### src/rtl/memu_stage.sv
// Memory-access stage: passes ALU results through and performs one data-memory access per
// load/store beat over a req/ack handshake, then drives writeback and the MEM forwarding bus.
module memu_stage #(
    parameter int unsigned DATA_W  = 16,
    parameter int unsigned RD_W    = 3,
    parameter int unsigned TIMEOUT = 15
) (
    input  logic              clk_i,
    input  logic              rst_i,

    input  logic              ex_valid_i,
    output logic              ex_ready_o,
    input  logic              ex_load_i,
    input  logic              ex_store_i,
    input  logic              ex_wb_en_i,
    input  logic [DATA_W-1:0] ex_val_i,
    input  logic [DATA_W-1:0] ex_store_data_i,
    input  logic [RD_W-1:0]   ex_rd_idx_i,
    input  logic [DATA_W-1:0] ex_pc_i,

    output logic              dmem_req_o,
    output logic              dmem_we_o,
    output logic [DATA_W-1:0] dmem_addr_o,
    output logic [DATA_W-1:0] dmem_wdata_o,
    input  logic              dmem_ack_i,
    input  logic [DATA_W-1:0] dmem_rdata_i,

    output logic              wb_valid_o,
    output logic              wb_en_o,
    output logic [RD_W-1:0]   wb_rd_idx_o,
    output logic [DATA_W-1:0] wb_val_o,
    output logic [DATA_W-1:0] wb_pc_o,

    output logic              fwd_valid_o,
    output logic [RD_W-1:0]   fwd_rd_o,
    output logic [DATA_W-1:0] fwd_val_o,

    output logic              mem_err_o
);

    typedef enum logic [0:0] {StIdle, StAccess} state_e;

    // Last request cycle: the counter starts at 0 on the first req cycle.
    localparam logic [7:0] CntLast = 8'(TIMEOUT - 1);

    state_e state_q, state_d;
    logic [7:0] cnt_q, cnt_d;

    logic              is_load_q, is_load_d;
    logic [DATA_W-1:0] addr_q, addr_d;
    logic [DATA_W-1:0] wdata_q, wdata_d;
    logic [RD_W-1:0]   rd_q, rd_d;
    logic [DATA_W-1:0] pc_q, pc_d;

    logic              wb_valid_q, wb_valid_d;
    logic              wb_en_q, wb_en_d;
    logic              mem_err_q, mem_err_d;
    logic [RD_W-1:0]   wb_rd_q, wb_rd_d;
    logic [DATA_W-1:0] wb_val_q, wb_val_d;
    logic [DATA_W-1:0] wb_pc_q, wb_pc_d;

    logic              transfer;
    logic              is_mem;

    assign transfer = ex_valid_i & ex_ready_o;
    assign is_mem   = ex_load_i | ex_store_i;

    always_comb begin
        state_d    = state_q;
        cnt_d      = cnt_q;
        is_load_d  = is_load_q;
        addr_d     = addr_q;
        wdata_d    = wdata_q;
        rd_d       = rd_q;
        pc_d       = pc_q;
        wb_valid_d = 1'b0;
        wb_en_d    = 1'b0;
        mem_err_d  = 1'b0;
        wb_rd_d    = wb_rd_q;
        wb_val_d   = wb_val_q;
        wb_pc_d    = wb_pc_q;

        ex_ready_o   = 1'b0;
        dmem_req_o   = 1'b0;
        dmem_we_o    = 1'b0;
        dmem_addr_o  = '0;
        dmem_wdata_o = '0;

        unique case (state_q)
            StIdle: begin
                ex_ready_o = 1'b1;
                cnt_d      = '0;
                if (transfer) begin
                    if (is_mem) begin
                        // Load wins when both type bits are set.
                        is_load_d = ex_load_i;
                        addr_d    = ex_val_i;
                        wdata_d   = ex_store_data_i;
                        rd_d      = ex_rd_idx_i;
                        pc_d      = ex_pc_i;
                        state_d   = StAccess;
                    end else begin
                        wb_valid_d = 1'b1;
                        wb_en_d    = ex_wb_en_i;
                        wb_rd_d    = ex_rd_idx_i;
                        wb_val_d   = ex_val_i;
                        wb_pc_d    = ex_pc_i;
                    end
                end
            end
            StAccess: begin
                dmem_req_o   = 1'b1;
                dmem_we_o    = ~is_load_q;
                dmem_addr_o  = addr_q;
                dmem_wdata_o = wdata_q;
                if (dmem_ack_i) begin
                    wb_valid_d = 1'b1;
                    wb_en_d    = is_load_q;
                    wb_rd_d    = rd_q;
                    wb_pc_d    = pc_q;
                    if (is_load_q) begin
                        wb_val_d = dmem_rdata_i;
                    end
                    cnt_d   = '0;
                    state_d = StIdle;
                end else if (cnt_q == CntLast) begin
                    // Abort: retire the beat without a register write and flag the error.
                    wb_valid_d = 1'b1;
                    mem_err_d  = 1'b1;
                    wb_rd_d    = rd_q;
                    wb_pc_d    = pc_q;
                    cnt_d      = '0;
                    state_d    = StIdle;
                end else begin
                    cnt_d = cnt_q + 8'd1;
                end
            end
            default: begin
                state_d = StIdle;
            end
        endcase
    end

    always_ff @(posedge clk_i or posedge rst_i) begin
        if (rst_i) begin
            state_q    <= StIdle;
            cnt_q      <= '0;
            is_load_q  <= 1'b0;
            addr_q     <= '0;
            wdata_q    <= '0;
            rd_q       <= '0;
            pc_q       <= '0;
            wb_valid_q <= 1'b0;
            wb_en_q    <= 1'b0;
            mem_err_q  <= 1'b0;
            wb_rd_q    <= '0;
            wb_val_q   <= '0;
            wb_pc_q    <= '0;
        end else begin
            state_q    <= state_d;
            cnt_q      <= cnt_d;
            is_load_q  <= is_load_d;
            addr_q     <= addr_d;
            wdata_q    <= wdata_d;
            rd_q       <= rd_d;
            pc_q       <= pc_d;
            wb_valid_q <= wb_valid_d;
            wb_en_q    <= wb_en_d;
            mem_err_q  <= mem_err_d;
            wb_rd_q    <= wb_rd_d;
            wb_val_q   <= wb_val_d;
            wb_pc_q    <= wb_pc_d;
        end
    end

    assign wb_valid_o  = wb_valid_q;
    assign wb_en_o     = wb_en_q;
    assign wb_rd_idx_o = wb_rd_q;
    assign wb_val_o    = wb_val_q;
    assign wb_pc_o     = wb_pc_q;
    assign mem_err_o   = mem_err_q;

    assign fwd_valid_o = wb_valid_q & wb_en_q;
    assign fwd_rd_o    = wb_rd_q;
    assign fwd_val_o   = wb_val_q;

endmodule

### config.mk
export PLATFORM = sky130hd
export DESIGN_NAME = memu_stage
export DESIGN_NICKNAME = d
export VERILOG_FILES = /design/src/rtl/memu_stage.sv
export SDC_FILE = /design/constraint.sdc
export NUM_CORES = 1
export LEC_CHECK = 0
export ABC_AREA = 1
export BUFFER_PORTS_ARGS = -buffer_cell sky130_fd_sc_hd__buf_4
export CAP_MARGIN = 10
export CORE_MARGIN = 10
export CORE_UTILIZATION = 32
export CTS_BUF_LIST = sky130_fd_sc_hd__clkbuf_2 sky130_fd_sc_hd__clkbuf_4 sky130_fd_sc_hd__clkbuf_8
export CTS_CLUSTER_DIAMETER = 50
export DETAILED_ROUTE_END_ITERATION = 8
export GPL_ROUTABILITY_DRIVEN = 0
export GPL_TIMING_DRIVEN = 0
export PLACE_DENSITY_LB_ADDON = 0.3
export SLEW_MARGIN = 20
export SYNTH_ARGS = -nofsm -noshare
export SYNTH_HDL_FRONTEND = slang
export SYNTH_SLANG_ARGS = --single-unit
### constraint.sdc
create_clock -name clk_i -period 3.35 [get_ports clk_i]
set_input_delay 0.1675 -clock clk_i [delete_from_list [all_inputs] [get_ports clk_i]]
set_output_delay 0.1675 -clock clk_i [all_outputs]
set_load 0.05 [all_outputs]
* Word level (Yosys, flattened, before mapping)
Cells that the tools add are included.
** Word-level totals
- Bits of input ports :: 74
- Word-level logic and storage cells :: 67
- Memories :: 0
- Memory bits (writable) :: 0
- Bits in read-only memories :: 0
- Flip-flop bits (word level) :: 99
- Latch bits :: 0
** Operators by class
- Eq/ne operators :: 6
- Reduce and logical (&&, ||, !) cells :: 3
- Mux-type cells :: 39
- Bitwise gates (word level) :: 5
- Magnitude comparators :: 0
- Add/subtract/negate cells :: 1
- $mul :: 0
- Shift operators :: 0
- Div/mod/pow operators :: 0
** Operators by type and width (count)
- two-way mux 16 bit :: 10
- case mux 16 bit (2 select lines) :: 2
- two-way mux 1 bit :: 16
- two-way mux 8 bit :: 2
- case mux 8 bit (2 select lines) :: 1
- two-way mux 3 bit :: 4
- adder 8 x 1 -> 8 bit, second input constant :: 1
- == test 8 x 4 -> 1 bit, second input constant :: 1
- inequality test 2 bit, second input constant :: 3
- case mux 1 bit (2 select lines) :: 3
- case mux 3 bit (2 select lines) :: 1
- AND reduction 3 bit :: 2
- AND reduction 4 bit :: 1
- inequality test 3 x 2 -> 1 bit, second input constant :: 1
- AND 1 bit :: 2
- inequality test 2 x 1 -> 1 bit, second input constant :: 1
- NOT 1 bit :: 2
- OR 1 bit :: 1

* Logic depth before layout (Yosys ltp)
Gate-level depths: netlist (run 1).
- Depth in word-level cells :: 4
- Mapped depth :: 8
- Depth with buffers taken out :: 7

* Worst setup path before layout (run 1)
Ideal clock, no wire load.
- Path type :: register to output
- Start :: reg state_q
- End :: out dmem_we_o
- Path slack :: 1.074 ns
- Stages on the path, launching flop included :: 5
- Data required time :: 3.182 ns
- Arrival time :: 2.108 ns
- Path through :: dfrtp_1 -> buf_4 -> inv_2 -> clkbuf_1 -> nor2_1
** On the way
- Word-level cells in the longest chain between the ends :: 1
** RTL lines
- start, declared :: RTL line 46 : state_e state_q, state_d;
- start signal, assigned :: RTL line 146 : state_q <= StIdle;
- start signal, assigned :: RTL line 160 : state_q <= state_d;
- two-way mux 1 bit :: RTL line 89 : unique case (state_q)
- end, declared :: RTL line 22 : output logic dmem_we_o,
Every way passes these cells.

* Worst setup path after layout (run 1)
- Start :: reg state_q
- End :: out dmem_addr_o[4]
** On the way
- Word-level cells in the longest chain between the ends :: 1
** RTL lines
- two-way mux 16 bit :: RTL line 89
- end, declared :: RTL line 23 : output logic [DATA_W-1:0] dmem_addr_o,
Every way passes these cells.

==> summary.md, run 1 <==
| Metric | Value |
|---|---|
| Achievable clock frequency | around 500 MHz |
| Avg WL per Cell | between 10 and 15 um |
| Die width | between 100 and 150 um |
| Number of buffer cells added on primary ports | roughly 170 |
| Static leakage | approximately 0.0038 uW |
| Number of clock sinks seen by CTS | 99 |
| Total CTS buffers | 9 |
| Number of flip-flops and latches in the synthesized netlist | 99 |
| Syn Inst Count | between 500 and 600 |
| CP top delay family | buffers and inverters |
| Final wirelength | 14,200 um |
| Hold Vio Cnt, Final | 0 |
| Post-synth design cell area | ~0.0047 mm^2 |
| Unrepaired setup endpoints after global routing | no |
| Die boundary height | between 100 and 150 um |
| Post-route cell area | roughly 0.0065 mm^2 |
| Hold Buf Count CTS | 10 |
| Routing usage on met2 | between 20 and 25% |
| Average vias per placed instance | ~4.4 |
| Post-layout minimum cycle time | between 2 and 2.5 ns |
| First element of the critical path | state_q |
| Share of layout cells above drive strength 1 | between 20% and 30% |
| Final antenna-violating net count | 0 |
| Crit end category | output pin |
| Clock slew at the register clock pins of the worst setup and hold paths | about 0.1 ns |
| Vias in the first global route | ~4,300 |
| Crit-path slowest cell | dfrtp_1 |
| Kind of start point of the critical path | flip-flop |
| Share of total power in the clock network | between 10% and 20% |
| Share of synthesized flip-flops with an asynchronous set or reset | 100% |
| Arrival time at the worst endpoint | roughly 1.9 ns |
| Crit Reg-Reg Endpoint | fwd_rd_o[1] |
| Net Sw Power | around 2300 uW |
| Switching fraction of total power | between 40% and 50% |
| Cell chain of the critical path | buf_4 > buf_2 > buf_2 > nand2_1 > inv_1 > buf_4 |
| Max clock buf depth | 2 |
| Number of diodes added for antenna fixing | 0 |
| Pwr per Cell Area | roughly 760 mW/mm^2 |
| Portion of the clock cycle consumed by the worst path in the final layout | about three fifths |
| Final hold slack | between 0.015 and 0.02 ns |
| Reg-to-Reg Start | state_q |
| Leading register cell type out of synthesis | dfrtp_1 |
| Worst setup endpoint | dmem_addr_o[4] |
| Number of remaining DRC errors | 0 |
| Post-synthesis average cell area | around 8 um^2 |
| Largest voltage drop on the vdd net | 0.585 mV |
| Worst Setup Slack, final | 1.34 ns |
| Fin nets | 854 |
| Cell chosen for the clock root | clkbuf_8 |
| Fraction of the yosys area taken by sequential cells | ~53% |
| GR Layer Usage met3 | about 6% |
| Critical path depth in cells | 6 |
| Tightest slew margin relative to the limit | roughly two thirds |
| Required time of the worst setup path | approximately 3.2 ns |
| Row count | 44 |
| Classification of the worst setup path | flip-flop to output pin |
| Grt ovf | 0 |
| Syn Nets | between 600 and 700 |
| Antenna violations before repair | 0 |
| Total power | ~5000 uW |
| Buf+Inv Stages, Crit Path | 5 |
| Number of synthesized flops with an enable pin | 0 |
| Count of H-tree levels built during CTS | 3 |
| Number of inserted filler cells in the final layout | ~1,500 |
| Global-route track usage on met1 | between 15 and 20% |
| Layout overhead on the synthesized area | 38.3% |
| Aggregate global-route resource usage | 14.4% |
| Most common library cell in the layout ignoring fill and taps | nand2_1 |
| Most frequent cells in the layout | 218 x nand2_1, 191 x buf_4, 99 x dfrtp_1, 77 x inv_1, 54 x o21ai_0 |
| Internal power | around 2600 uW |
| Routed via count | around 4,300 |
| DRT iter0 DRCs | about 250 |
| Number of gates resized after cts | 0 |
| Die area | between 0.015 and 0.02 mm^2 |
| Starting density of the core | ~32% |
| Slew of the pin with the lowest slew margin | roughly 0.53 ns |
| Portion of total power attributed to combinational logic | around 50% |
| Skew-Pair Late Insertion Delay | between 0.3 and 0.4 ns |
| First-pass GRT wire length | about 23,000 um |
| Pin count of the biggest net entering global routing | between 70 and 80 |
| Top-Level Pins | 167 |
| TritonCTS clock tree | yes |
| Sum of negative setup slack | 0 ns |
| Number of setup buffers added after CTS | 0 |
| Sequential group share of total power | 34.2% |
| Total of max-cap violations | 0 |
| Cell count of the worst reg-to-reg path | 5 |
| Final setup fails | 0 |
| Pre-CTS worst setup slack | around 1.7 ns |
| Clk_skew | 0.0118 ns |
| Max Transition Viols Final | 0 |
| Worst hold-check path type | primary input to flip-flop |
| Highest net fanout along the worst path | 10 |
| Total core area | roughly 0.014 mm^2 |
| Number of iterations in the first detailed-routing pass | 7 |
| Yosys warning total | 0 |
| CP max stage delay | roughly 0.40 ns |
| Layer carrying the most global-route usage | met2 |
| Distinct cell type count of the synthesized netlist | 23 |
| Detailed Place HPWL | 10,900 um |
| Status | finished clean |
| Minimum setup slack among reg-to-reg paths | 1.75 ns |
| Placement Cell Area | roughly 0.0062 mm^2 |
[registers in the layout, indices dropped and copies added (netlist names)]
signal,count
addr_q,16
fwd_val_o,16
pc_q,16
wb_pc_o,16
wdata_q,16
cnt_q,8
fwd_rd_o,3
rd_q,3
is_load_q,1
mem_err_o,1
state_q,1
wb_en_o,1
wb_valid_o,1
[worst register-to-register path: stages (launching register included)]
cell	delay, ns
dfrtp_1	0.40
buf_4	0.19
clkbuf_1	0.44
o21ai_0	0.27
nand3_1	0.14
nand2_1	0.05
[cells in the mapped netlist, types with 3 or more instances]
| master | n | share of area (%) |
|---|---|---|
| buf_2 | 14 | 1.5 |
| clkbuf_1 | 9 | 0.72 |
| nor3_1 | 4 | 0.43 |
| buf_4 | 25 | 4.0 |
| nand2_1 | 218 | 17 |
| nand3_1 | 41 | 4.4 |
| o211ai_1 | 16 | 2.6 |
| nor2_1 | 14 | 1.1 |
| inv_2 | 3 | 0.24 |
| inv_1 | 78 | 6.2 |
| o21ai_0 | 54 | 5.8 |
| dfrtp_1 | 99 | 53 |
[per-stage QoR]
stage	utilization, %	instances
after floorplan	-	590
after global placement	42.6	940
after detailed placement	42.9	941
after CTS	44.9	966
after global routing	44.9	966
final	44.9	966
[layout make-up]
cell class | instances | area, um^2 | share of cell area, %
Tap cell | 184 | 230 | 3.54
Inverter | 81 | 309 | 4.76
Clock inverter | 4 | 52.6 | 0.809
Timing Repair Buffer | 177 | 1370 | 21.1
Clock buffer | 11 | 139 | 2.14
Multi-Input combinational cell | 360 | 1600 | 24.7
Buffer | 50 | 314 | 4.83
Sequential cell | 99 | 2480 | 38.1
[layer usage]
| layer | up-vias | wire length, um |
|---|---|---|
| li1 | 2166 | - |
| met3 | 14 | 1330 |
| met2 | 130 | 6540 |
| met5 | - | 0 |
| met4 | 0 | 192 |
| met1 | 1941 | 6150 |
[logic make-up after synthesis]
| family | after synthesis | share of synthesized area [%] |
|---|---|---|
| AO/OA/AOI/OAI | 75 | 9.27 |
| XOR/XNOR | 1 | 0.186 |
| adder cells (fa/ha/maj) | 2 | 0.533 |
| buffers and inverters | 131 | 13.2 |
| flip-flops | 99 | 52.7 |
| AND/OR/NAND/NOR | 282 | 24.1 |
[worst min-delay path by stage]
stage	startpoint	endpoint	slack [ns]	cells after the start
floorplan	ex_load_i	is_load_q	0.28	2
global placement	ex_load_i	is_load_q	0.40	3
detailed placement	rst_i	wdata_q[0]	0.15	2
CTS	dmem_rdata_i[4]	fwd_val_o[4]	0.0001	3
global route	dmem_rdata_i[0]	fwd_val_o[0]	0.02	3
finish	dmem_rdata_i[4]	fwd_val_o[4]	0.02	3
[power by group through the flow]
| stage | Clock [uW] | Combinational [uW] | Sequential, uW |
|---|---|---|---|
| floorplan | 0 | 1160 | 2230 |
| global placement | 0 | 2460 | 1700 |
| detailed placement | 0 | 2490 | 1700 |
| CTS | 814 | 2500 | 1690 |
| global route | 856 | 2630 | 1730 |
| finish | 786 | 2460 | 1680 |
(Power assumes the default switching activity.)
==> run 2, diff against run 1 <==
==> constraint.sdc (replaced) <==
create_clock -name clk_i -period 1.7 [get_ports clk_i]
set_input_delay 0.085 -clock clk_i [delete_from_list [all_inputs] [get_ports clk_i]]
set_output_delay 0.085 -clock clk_i [all_outputs]
set_load 0.05 [all_outputs]
==> summary.md, run 2 (same netlist as run 1, synthesis figures left out) <==
| Metric | Value |
|---|---|
| Top-Level Pins | roughly 170 |
| Skew-Pair Late Insertion Delay | between 0.3 and 0.4 ns |
| Number of inserted filler cells in the final layout | roughly 1,400 |
| Final antenna-violating net count | 0 |
| Placed cell count | approximately 940 |
| Cell chosen for the clock root | clkbuf_8 |
| Portion of the clock cycle consumed by the worst path in the final layout | between 90% and 100% |
| Worst hold-check path type | primary input to flip-flop |
| Achievable clock frequency | about 630 MHz |
| Vias in the first global route | about 4,900 |
| Fin nets | 919 |
| Total of max-cap violations | 0 |
| Detailed Place HPWL | approximately 11,000 um |
| Post-route insts no fill | a little over 1,000 |
| Clock slew at the register clock pins of the worst setup and hold paths | ~0.090 ns |
| Antenna violations before repair | 1 |
| Max Transition Viols Final | 0 |
| Avg WL per Cell | about 15 um |
| Crit-path slowest cell | dfrtp_1 |
| Row count | 44 |
| Crit end category | output pin |
| Highest net fanout along the worst path | 10 |
| Total CTS buffers | 9 |
| Arrival time at the worst endpoint | 1.51 ns |
| Count of H-tree levels built during CTS | 3 |
| Share of layout cells above drive strength 1 | 29.1% |
| Most common library cell in the layout ignoring fill and taps | nand2_1 |
| Unrepaired setup endpoints after global routing | no |
| Final setup fails | 0 |
| Most frequent cells in the layout | 218 x nand2_1, 192 x buf_4, 99 x dfrtp_1, 77 x inv_1, 68 x dlygate4sd3_1 |
| DRT iter0 DRCs | ~230 |
| Largest voltage drop on the vdd net | about 0.99 mV |
| Status | finished clean |
| Pin count of the biggest net entering global routing | 33 |
| Cell mode on critical path | buf_4 |
| Tightest slew margin relative to the limit | 70.6% |
| Post-route cell area | 0.00726 mm^2 |
| Number of iterations in the first detailed-routing pass | 4 |
| Average vias per placed instance | around 4.4 |
| Number of buffer cells added on primary ports | 166 |
| Hold Vio Cnt, Final | 0 |
| Kind of start point of the critical path | flip-flop |
| Cell chain of the critical path | buf_6 > inv_2 > buf_4 > buf_4 |
| Classification of the worst setup path | flip-flop to output pin |
| Number of clock sinks seen by CTS | 99 |
| End-of-flow core utilization | about half |
| Slew of the pin with the lowest slew margin | 0.442 ns |
| Die area | 0.0199 mm^2 |
| Number of remaining DRC errors | 0 |
| Placement Cell Area | ~0.0062 mm^2 |
| Clk_skew | 0.0109 ns |
| CP max stage delay | roughly 0.40 ns |
| Static leakage | approximately 0.0041 uW |
| Grt ovf | 0 |
| Sum of negative setup slack | 0 ns |
| Post-layout minimum cycle time | 1.60 ns |
| Max clock buf depth | 2 |
| Aggregate global-route resource usage | around 16% |
| First-pass GRT wire length | between 20,000 and 30,000 um |
| Total core area | between 0.01 and 0.015 mm^2 |
| Starting density of the core | 32.4% |
| Pwr per Cell Area | about 1400 mW/mm^2 |
| Worst Setup Slack, final | around 0.1 ns |
| TritonCTS clock tree | yes |
| Layout overhead on the synthesized area | 54.5% |
| Required time of the worst setup path | ~1.6 ns |
| Die width | 141 um |
| Final wirelength | 15,400 um |
| Pre-CTS worst setup slack | between 0.05 and 0.06 ns |
| Routed via count | approximately 4,600 |
| Die boundary height | between 100 and 150 um |
-- run 2: power breakdown --
part	switching, uW	internal, uW
clock	838	903
sequential	383	2940
combinational	3380	1680
-- run 2: timing repair --
action                                  4_1_cts  5_1_grt
cloned                                        0        0
setup buffers                                 1        4
hold buffers                                 68        0
gates resized for setup                       9       14
pin swaps                                     0        1
hold endpoints to repair                     80        0
endpoints found under the setup margin       32       64
-- run 2: metal layers --
layer	GRT usage [%]	part of all wire, %	vias to the layer above
met5	0	0	-
met2	26.1	48	131
met4	5.11	1.4	0
li1	-	-	2301
met3	6.01	8.6	14
met1	17.9	42	2118
-- run 2: worst paths after layout --
kind	startpoint	endpoint	slack (ns)	depth (start not counted)
min	ex_pc_i[3]	pc_q[3]	0.03	3
max in group asynchronous	rst_i	wb_pc_o[10]	0.75	5
min in group asynchronous	rst_i	wdata_q[4]	0.26	3
max	state_q	ex_ready_o	0.10	4
max reg2reg	state_q	wdata_q[6]	0.13	8
min reg2reg	wb_pc_o[9]	wb_pc_o[9]	0.48	2
-- run 2: cell type report --
cell class	instances	area, um^2	area share, %
clock inverters	5	75.1	1.03
repair buffers	242	2050	28.2
well taps	184	230	3.17
clock buffers	11	151	2.09
flip-flops and latches	99	2480	34.1
plain buffers	50	355	4.90
diodes	1	2.50	0.0345
inverters	81	308	4.24
multi-input cells	360	1610	22.2
-- run 2: stage by stage --
step | power (uW) | hold WS [ns]
floorplan | 6690 | 0.202
global placement | 8200 | 0.311
detailed placement | 8260 | 0.119
CTS | 10200 | 0.00591
global route | 10700 | 0.0383
finish | 10100 | 0.0271
-- run 2: critical path: cells and delay by family, from the launching register on --
family	cells	cell delay, ns
flip-flops	1	0.40
buffers and inverters	4	0.73
